**config.mk**
```make
export PLATFORM = sky130hd
export DESIGN_NAME = lcd_fill_rect
export DESIGN_NICKNAME = d
export VERILOG_FILES = /design/src/rtl/lcd_pkg.sv /design/src/rtl/lcd_fill_rect.sv
export SDC_FILE = /design/constraint.sdc
export NUM_CORES = 1
export LEC_CHECK = 0
export ABC_AREA = 0
export BUFFER_PORTS_ARGS = -buffer_cell sky130_fd_sc_hd__buf_2
export CORE_MARGIN = 2
export CORE_UTILIZATION = 45
export CTS_BUF_LIST = sky130_fd_sc_hd__clkbuf_4 sky130_fd_sc_hd__clkbuf_8
export DETAILED_ROUTE_END_ITERATION = 8
export SLEW_MARGIN = 20
export SYNTH_ARGS = -nofsm -noshare
export SYNTH_HDL_FRONTEND = slang
export SYNTH_SLANG_ARGS = --single-unit
```
**constraint.sdc**
```tcl
create_clock -name sys_clk -period 6.4 [get_ports sys_clk]
set_input_delay 0.64 -clock sys_clk [delete_from_list [all_inputs] [get_ports sys_clk]]
set_output_delay 0.64 -clock sys_clk [all_outputs]
set_load 0.005 [all_outputs]
```
**src/rtl/lcd_pkg.sv**
```systemverilog
// ---------------------------------------------------------------------------
// lcd_pkg
// Shared definitions for the ST7735 panel command path:
//   - ST7735 command bytes (CASET, RASET, RAMWR)
//   - index of the data/command bit inside a 9-bit SPI word
//   - default panel geometry
//   - state encoding of the rectangle-fill sequencer
//   - spi_word(): packs a D/C flag and a byte into a 9-bit SPI word
// ---------------------------------------------------------------------------
package lcd_pkg;

    localparam logic [7:0]  CASET = 8'h2A;
    localparam logic [7:0]  RASET = 8'h2B;
    localparam logic [7:0]  RAMWR = 8'h2C;

    // bit 8 of an SPI word: 1 = data byte, 0 = command byte
    localparam int unsigned DC_BIT = 32'd8;

    localparam int unsigned LCD_W_DEF = 32'd128;
    localparam int unsigned LCD_H_DEF = 32'd160;

    typedef enum logic [2:0] {
        ST_IDLE   = 3'd0,
        ST_SETUP  = 3'd1,
        ST_PIX_HI = 3'd2,
        ST_PIX_LO = 3'd3,
        ST_DONE   = 3'd4
    } fill_state_e;

    function automatic logic [8:0] spi_word(input logic dc, input logic [7:0] b);
        logic [8:0] w;
        w         = 9'd0;
        w[7:0]    = b;
        w[DC_BIT] = dc;
        return w;
    endfunction

endpackage

```
**src/rtl/lcd_fill_rect.sv**
```systemverilog
// ---------------------------------------------------------------------------
// lcd_fill_rect
// Rectangle-fill command generator for the ST7735 panel. On an accepted start
// it emits CASET/RASET window setup, RAMWR, then width*height RGB565 pixels
// (high byte, low byte), one 9-bit word per lcd_write handshake.
//
// Ports:
//   sys_clk    in   system clock
//   sys_rst    in   asynchronous active-high reset
//   start      in   one-cycle request, sampled only while idle
//   x0, y0     in   top-left corner of the rectangle
//   width      in   rectangle width in pixels
//   height     in   rectangle height in pixels
//   color      in   RGB565 fill colour
//   wr_done    in   one-cycle completion pulse from lcd_write
//   fill_data  out  SPI word: bit8=1 data, bit8=0 command, bits7:0 byte
//   en_write   out  one-cycle write strobe to lcd_write
//   busy       out  high from accepted start through the fill_done cycle
//   fill_done  out  one-cycle completion pulse
//
// Build option: LCD_FILL_CLIP_EN
//   defined   - rectangle is clipped to the panel
//   undefined - rectangles reaching past the panel edge are rejected and
//               complete like a zero-size fill (no SPI traffic)
// ---------------------------------------------------------------------------
module lcd_fill_rect
    import lcd_pkg::*;
#(
    parameter int unsigned LCD_W = LCD_W_DEF,
    parameter int unsigned LCD_H = LCD_H_DEF,
    parameter int unsigned X_OFS = 32'd0,
    parameter int unsigned Y_OFS = 32'd0
) (
    input  logic        sys_clk,
    input  logic        sys_rst,
    input  logic        start,
    input  logic [8:0]  x0,
    input  logic [8:0]  y0,
    input  logic [8:0]  width,
    input  logic [8:0]  height,
    input  logic [15:0] color,
    input  logic        wr_done,
    output logic [8:0]  fill_data,
    output logic        en_write,
    output logic        busy,
    output logic        fill_done
);

    localparam logic [9:0] LCD_W_S = 10'(LCD_W);
    localparam logic [9:0] LCD_H_S = 10'(LCD_H);
    localparam logic [9:0] X_OFS_S = 10'(X_OFS);
    localparam logic [9:0] Y_OFS_S = 10'(Y_OFS);
    localparam logic [3:0] LAST_STEP = 4'd10;

    fill_state_e state_q, state_d;
    logic [3:0]  step_q, step_d;
    logic [16:0] pix_cnt_q, pix_cnt_d;
    logic [8:0]  xs_q, xs_d, xe_q, xe_d, ys_q, ys_d, ye_q, ye_d;
    logic [15:0] color_q, color_d;
    logic [8:0]  fill_data_q, fill_data_d;
    logic        en_write_q, en_write_d;
    logic        busy_q, busy_d;
    logic        fill_done_q, fill_done_d;

    logic [9:0]  x_end_s, y_end_s, x_lim_s, y_lim_s, w_eff_s, h_eff_s;
    logic [8:0]  xs_s, xe_s, ys_s, ye_s;
    logic [16:0] pix_total_s;
    logic        zero_s;
    logic [3:0]  rom_idx_s;
    logic [8:0]  rom_word_s;

    // Window geometry from the live inputs; only captured on an accepted start.
    // x_end/y_end are exclusive ends, 10 bits wide so x0+width cannot wrap.
    always_comb begin
        x_end_s = {1'b0, x0} + {1'b0, width};
        y_end_s = {1'b0, y0} + {1'b0, height};
`ifdef LCD_FILL_CLIP_EN
        x_lim_s = (x_end_s > LCD_W_S) ? LCD_W_S : x_end_s;
        y_lim_s = (y_end_s > LCD_H_S) ? LCD_H_S : y_end_s;
        w_eff_s = ({1'b0, x0} >= LCD_W_S) ? 10'd0 : (x_lim_s - {1'b0, x0});
        h_eff_s = ({1'b0, y0} >= LCD_H_S) ? 10'd0 : (y_lim_s - {1'b0, y0});
        zero_s  = (w_eff_s == 10'd0) || (h_eff_s == 10'd0);
`else
        x_lim_s = x_end_s;
        y_lim_s = y_end_s;
        w_eff_s = {1'b0, width};
        h_eff_s = {1'b0, height};
        zero_s  = (width == 9'd0) || (height == 9'd0) ||
                  (x_end_s > LCD_W_S) || (y_end_s > LCD_H_S);
`endif
        // only addr[8:0] ever reaches the panel
        xs_s        = 9'({1'b0, x0} + X_OFS_S);
        xe_s        = 9'(x_lim_s - 10'd1 + X_OFS_S);
        ys_s        = 9'({1'b0, y0} + Y_OFS_S);
        ye_s        = 9'(y_lim_s - 10'd1 + Y_OFS_S);
        pix_total_s = 17'(w_eff_s * h_eff_s);
    end

    // Setup step ROM, addressed by the step that is about to be sent.
    always_comb begin
        rom_idx_s = step_q + 4'd1;
        case (rom_idx_s)
            4'd0:    rom_word_s = spi_word(1'b0, CASET);
            4'd1:    rom_word_s = spi_word(1'b1, {7'd0, xs_q[8]});
            4'd2:    rom_word_s = spi_word(1'b1, xs_q[7:0]);
            4'd3:    rom_word_s = spi_word(1'b1, {7'd0, xe_q[8]});
            4'd4:    rom_word_s = spi_word(1'b1, xe_q[7:0]);
            4'd5:    rom_word_s = spi_word(1'b0, RASET);
            4'd6:    rom_word_s = spi_word(1'b1, {7'd0, ys_q[8]});
            4'd7:    rom_word_s = spi_word(1'b1, ys_q[7:0]);
            4'd8:    rom_word_s = spi_word(1'b1, {7'd0, ye_q[8]});
            4'd9:    rom_word_s = spi_word(1'b1, ye_q[7:0]);
            4'd10:   rom_word_s = spi_word(1'b0, RAMWR);
            default: rom_word_s = 9'd0;
        endcase
    end

    // Sequencer next state. Every word leaves with a one-cycle en_write and
    // fill_data then holds until wr_done; wr_done outside SETUP/PIX is ignored.
    always_comb begin
        state_d     = state_q;
        step_d      = step_q;
        pix_cnt_d   = pix_cnt_q;
        xs_d        = xs_q;
        xe_d        = xe_q;
        ys_d        = ys_q;
        ye_d        = ye_q;
        color_d     = color_q;
        fill_data_d = fill_data_q;
        en_write_d  = 1'b0;
        busy_d      = busy_q;
        fill_done_d = 1'b0;
        case (state_q)
            ST_IDLE: begin
                if (start) begin
                    xs_d      = xs_s;
                    xe_d      = xe_s;
                    ys_d      = ys_s;
                    ye_d      = ye_s;
                    color_d   = color;
                    pix_cnt_d = pix_total_s;
                    step_d    = 4'd0;
                    busy_d    = 1'b1;
                    if (zero_s) begin
                        state_d     = ST_DONE;
                        fill_done_d = 1'b1;
                    end else begin
                        state_d     = ST_SETUP;
                        fill_data_d = spi_word(1'b0, CASET);
                        en_write_d  = 1'b1;
                    end
                end else begin
                    state_d = ST_IDLE;
                end
            end
            ST_SETUP: begin
                if (wr_done) begin
                    en_write_d = 1'b1;
                    if (step_q == LAST_STEP) begin
                        state_d     = ST_PIX_HI;
                        fill_data_d = spi_word(1'b1, color_q[15:8]);
                    end else begin
                        step_d      = step_q + 4'd1;
                        fill_data_d = rom_word_s;
                    end
                end else begin
                    state_d = ST_SETUP;
                end
            end
            ST_PIX_HI: begin
                if (wr_done) begin
                    state_d     = ST_PIX_LO;
                    fill_data_d = spi_word(1'b1, color_q[7:0]);
                    en_write_d  = 1'b1;
                end else begin
                    state_d = ST_PIX_HI;
                end
            end
            ST_PIX_LO: begin
                if (wr_done) begin
                    pix_cnt_d = pix_cnt_q - 17'd1;
                    if (pix_cnt_q == 17'd1) begin
                        state_d     = ST_DONE;
                        fill_done_d = 1'b1;
                    end else begin
                        state_d     = ST_PIX_HI;
                        fill_data_d = spi_word(1'b1, color_q[15:8]);
                        en_write_d  = 1'b1;
                    end
                end else begin
                    state_d = ST_PIX_LO;
                end
            end
            ST_DONE: begin
                // busy and fill_done drop together here
                state_d = ST_IDLE;
                busy_d  = 1'b0;
            end
            default: begin
                state_d = ST_IDLE;
                busy_d  = 1'b0;
            end
        endcase
    end

    // State and output registers; reset aborts any fill without a completion pulse.
    always_ff @(posedge sys_clk or posedge sys_rst) begin
        if (sys_rst) begin
            state_q     <= ST_IDLE;
            step_q      <= 4'd0;
            pix_cnt_q   <= 17'd0;
            xs_q        <= 9'd0;
            xe_q        <= 9'd0;
            ys_q        <= 9'd0;
            ye_q        <= 9'd0;
            color_q     <= 16'd0;
            fill_data_q <= 9'd0;
            en_write_q  <= 1'b0;
            busy_q      <= 1'b0;
            fill_done_q <= 1'b0;
        end else begin
            state_q     <= state_d;
            step_q      <= step_d;
            pix_cnt_q   <= pix_cnt_d;
            xs_q        <= xs_d;
            xe_q        <= xe_d;
            ys_q        <= ys_d;
            ye_q        <= ye_d;
            color_q     <= color_d;
            fill_data_q <= fill_data_d;
            en_write_q  <= en_write_d;
            busy_q      <= busy_d;
            fill_done_q <= fill_done_d;
        end
    end

    assign fill_data = fill_data_q;
    assign en_write  = en_write_q;
    assign busy      = busy_q;
    assign fill_done = fill_done_q;

endmodule

```
==> flow_metrics.tcl <==
set metrics [dict create \
    drc 0 \
    dp_hpwl_um 15600 \
    viasPerCell 5.45 \
    clock_skew_ps 19.7 \
    chipHeight_um 139 \
    worst_pin_slew_ps 966 \
    vdd_ir_drop_max_uv 237 \
    synth_xor_area_share_pct 4.17 \
    p_sw_uw 987 \
    cts_sinks 88 \
    antenna_left 0 \
    dr_total_vias 6805 \
    syn-cell-area_mm2 0.00819 \
    synth-seq-cells 88 \
    drv_cap 0 \
    grt_max_degree 73 \
    critPathSlowestCell "fa_1" \
    avgSynthCellArea_um2 8.35 \
    power.density_mw_per_mm2 273 \
    rows 49 \
    post-route-period-util_pct 71.4 \
    power_frac_seq_pct 33.7 \
    die_w_um 139 \
    cts_buffers 9 \
    rsz0062_at_grt "false" \
    power_frac_comb_pct 47.4 \
    most-common-layout-cells "nand2_1 (194), inv_1 (91), dfrtp_1 (88), buf_2 (67), ha_1 (63)" \
    grt_first_pass_wirelength_um 34500 \
    status "complete, no violations" \
    drtIter0Drc 478 \
    p_int_mw 1.43 \
    yosysSeqAreaShare_pct 26.9 \
    synth-edff-count 0 \
    cts.clk_slew.worst_paths_ps 100 \
    fmax_ghz 0.219 \
    slowest_delay_ps 540 \
    yosysTopAreaCell "dfrtp_1" \
    setup_violations 0 \
    synth_top_family_by_area "simple AND/OR/NAND/NOR gates" \
    clk_latency_ps 380 \
    grt_overflow 0 \
    portBuffers 67 \
    slew_headroom_pct 35.6 \
    cts_max_level 3 \
    mostFrequentLayoutCell "nand2_1" \
    hold_violations 0 \
    nNetsFinal 1185 \
    p_leak_nw 4.32 \
    crit_start "width[4]" \
    worst_ep_required_time_ps 6630 \
    postCtsSetupBuffers 0 \
    synth_top_area_share_pct 26.9 \
    tns_ps 0 \
    hp-class "in -> async" \
    crit_arrival_ps 4810 \
    area_delta_synth_final_pct 8.53 \
    holdBufCountCts 0 \
    core_area_mm2 0.0179 \
    cts_tree "done" \
    cp-end-kind "flip-flop" \
    diodes 0 \
    syn-num-nets 1150 \
    grt_pass1_vias 6701 \
    reg2reg_from "state_q[0]" \
    cts_resized 0 \
    io_pins 68 \
    cp_cell_sequence "buf_2, nand2_1, fa_1, inv_1, fa_1, ha_1, inv_1, fa_1, inv_1, ha_1, nor2b_1, o21ai_0, a21oi_1, o41a_1, a41oi_1, nand2b_1, xnor2_1, o221ai_1" \
    avgRoutedWirePerCell_um 16.4 \
    dp.cells 1233 \
    synth-warning-count 0 \
    drive_above_1_share_pct 11.5 \
    dieArea_mm2 0.0193 \
    critPathKind "in -> reg" \
    startpoint_type "primary input" \
    wl_um 20400 \
    ys_top_cells_by_area "dfrtp_1 (27%), fa_1 (12%), ha_1 (9.6%), nand2_1 (8.9%), inv_1 (4.2%)" \
    power_frac_clock_pct 18.9 \
    synthSimpleGateAreaFrac_pct 23.1 \
    start_util_pct 45.7 \
    routabilityCongestion 0.836 \
    critical_path.max_fanout 11 \
    grtUsageTotal_pct 22.1 \
    clockRootBuffer "clkbuf_8" \
    synth-adder-area-share_pct 22.1 \
    synth-async-reset-ratio_pct 100 \
    synth_compound_area_share_pct 15.1 \
    antenna_found_initial 0 \
    fin_crit_ps 4570 \
    synth_ff_type "dfrtp_1" \
    slew_violations 0 \
    clk_path_buf_depth 2 \
    synth.distinct_cells 74 \
    muxShareOfSynthArea_pct 2.05 \
    finalNonFillerCells 1249 \
    switching_share_pct 40.8 \
    synthCells 980 \
    dr.pass1.iters 5 \
]
## worst max-delay path: cells and delay by family
kind                       cells  cell delay, ps
adders and majority gates      5            2110
xor gates and xnor gates       1             180
AOI/OAI and AO/OA              5            1130
and+or+nand+nor                3             370
buffers and inverters          4             370
## registers in the layout, indices dropped and copies added (netlist names)
signal	flops
busy	1
color_q	16
en_write	1
fill_data	9
fill_done	1
pix_cnt_q	17
state_q	3
step_q	4
xe_q	9
xs_q	9
ye_q	9
ys_q	9
## cells by family after synthesis
logic type | count (synthesis)
compound gates | 184
xor+xnor | 39
flops | 88
mux | 13
buf+inv | 139
simple gates | 403
fa+ha+maj | 114
## Yosys cell counts (all sizes together) (4+ instances only)
cell and number:
a211oi 6, a21o 6, a21oi 44, a221oi 7, a31oi 6, a32oi 4, and2 51, and3 6
clkbuf 44, dfrtp 88, fa 51, ha 63, inv 92, mux2 12, nand2 195, nand2b 4
nand3 24, nand4 4, nor2 54, nor2b 9, nor3 21, nor4 9, o21ai 57, o221ai 6
o31ai 4, o32ai 5, or2 6, or3 4, xnor2 19, xor2 20
## final cells by class
type / instances / area [um2]
fill: 1758 / 9020
sequential: 88 / 2200
clock buffer: 10 / 138
timing repair buffer: 71 / 365
clock inverter: 6 / 95.1
multi-input combinational: 753 / 5450
inverter: 92 / 347
tap: 229 / 287
## through the flow
stage	util, %	hold slack, ps	power (mW)	cell area, um2	worst slack [ps]
6_report	49.6	319	2.42	8880	1830
5_1_grt	49.6	364	2.67	8880	1490
4_1_cts	49.6	336	2.45	8880	1830
3_5_place_dp	48.3	461	1.99	8650	1410
3_3_place_gp	48.3	458	1.98	8650	1530
2_1_floorplan	-	439	1.69	8190	1710
## power groups by stage
stage,sequential (mW),combinational (mW),clock [mW]
2_1_floorplan,0.781,0.911,0
3_3_place_gp,0.823,1.15,0
3_5_place_dp,0.825,1.16,0
4_1_cts,0.814,1.17,0.470
5_1_grt,0.835,1.35,0.489
6_report,0.816,1.15,0.457
## path summary, 6_finish.rpt
kind                                  to  slack, ps  cells past startpoint
max                        pix_cnt_q[14]       1830                     18
min                           color_q[7]        320                      2
max reg2reg                pix_cnt_q[13]       3550                      6
min reg2reg                   color_q[6]        490                      2
max in group asynchronous        ye_q[1]       4960                      3
min in group sys_clk          color_q[9]        430                      3
## layer usage
| metal | vias to the layer above | track usage [%] | wire length, um |
|---|---|---|---|
| met5 | - | 0 | 0 |
| met4 | 0 | 5.37 | 291 |
| met3 | 17 | 2.90 | 935 |
| met2 | 150 | 35.2 | 9420 |
| met1 | 3258 | 32.2 | 9790 |
| li1 | 3380 | - | - |
Power figures use the tool's default switching activity.
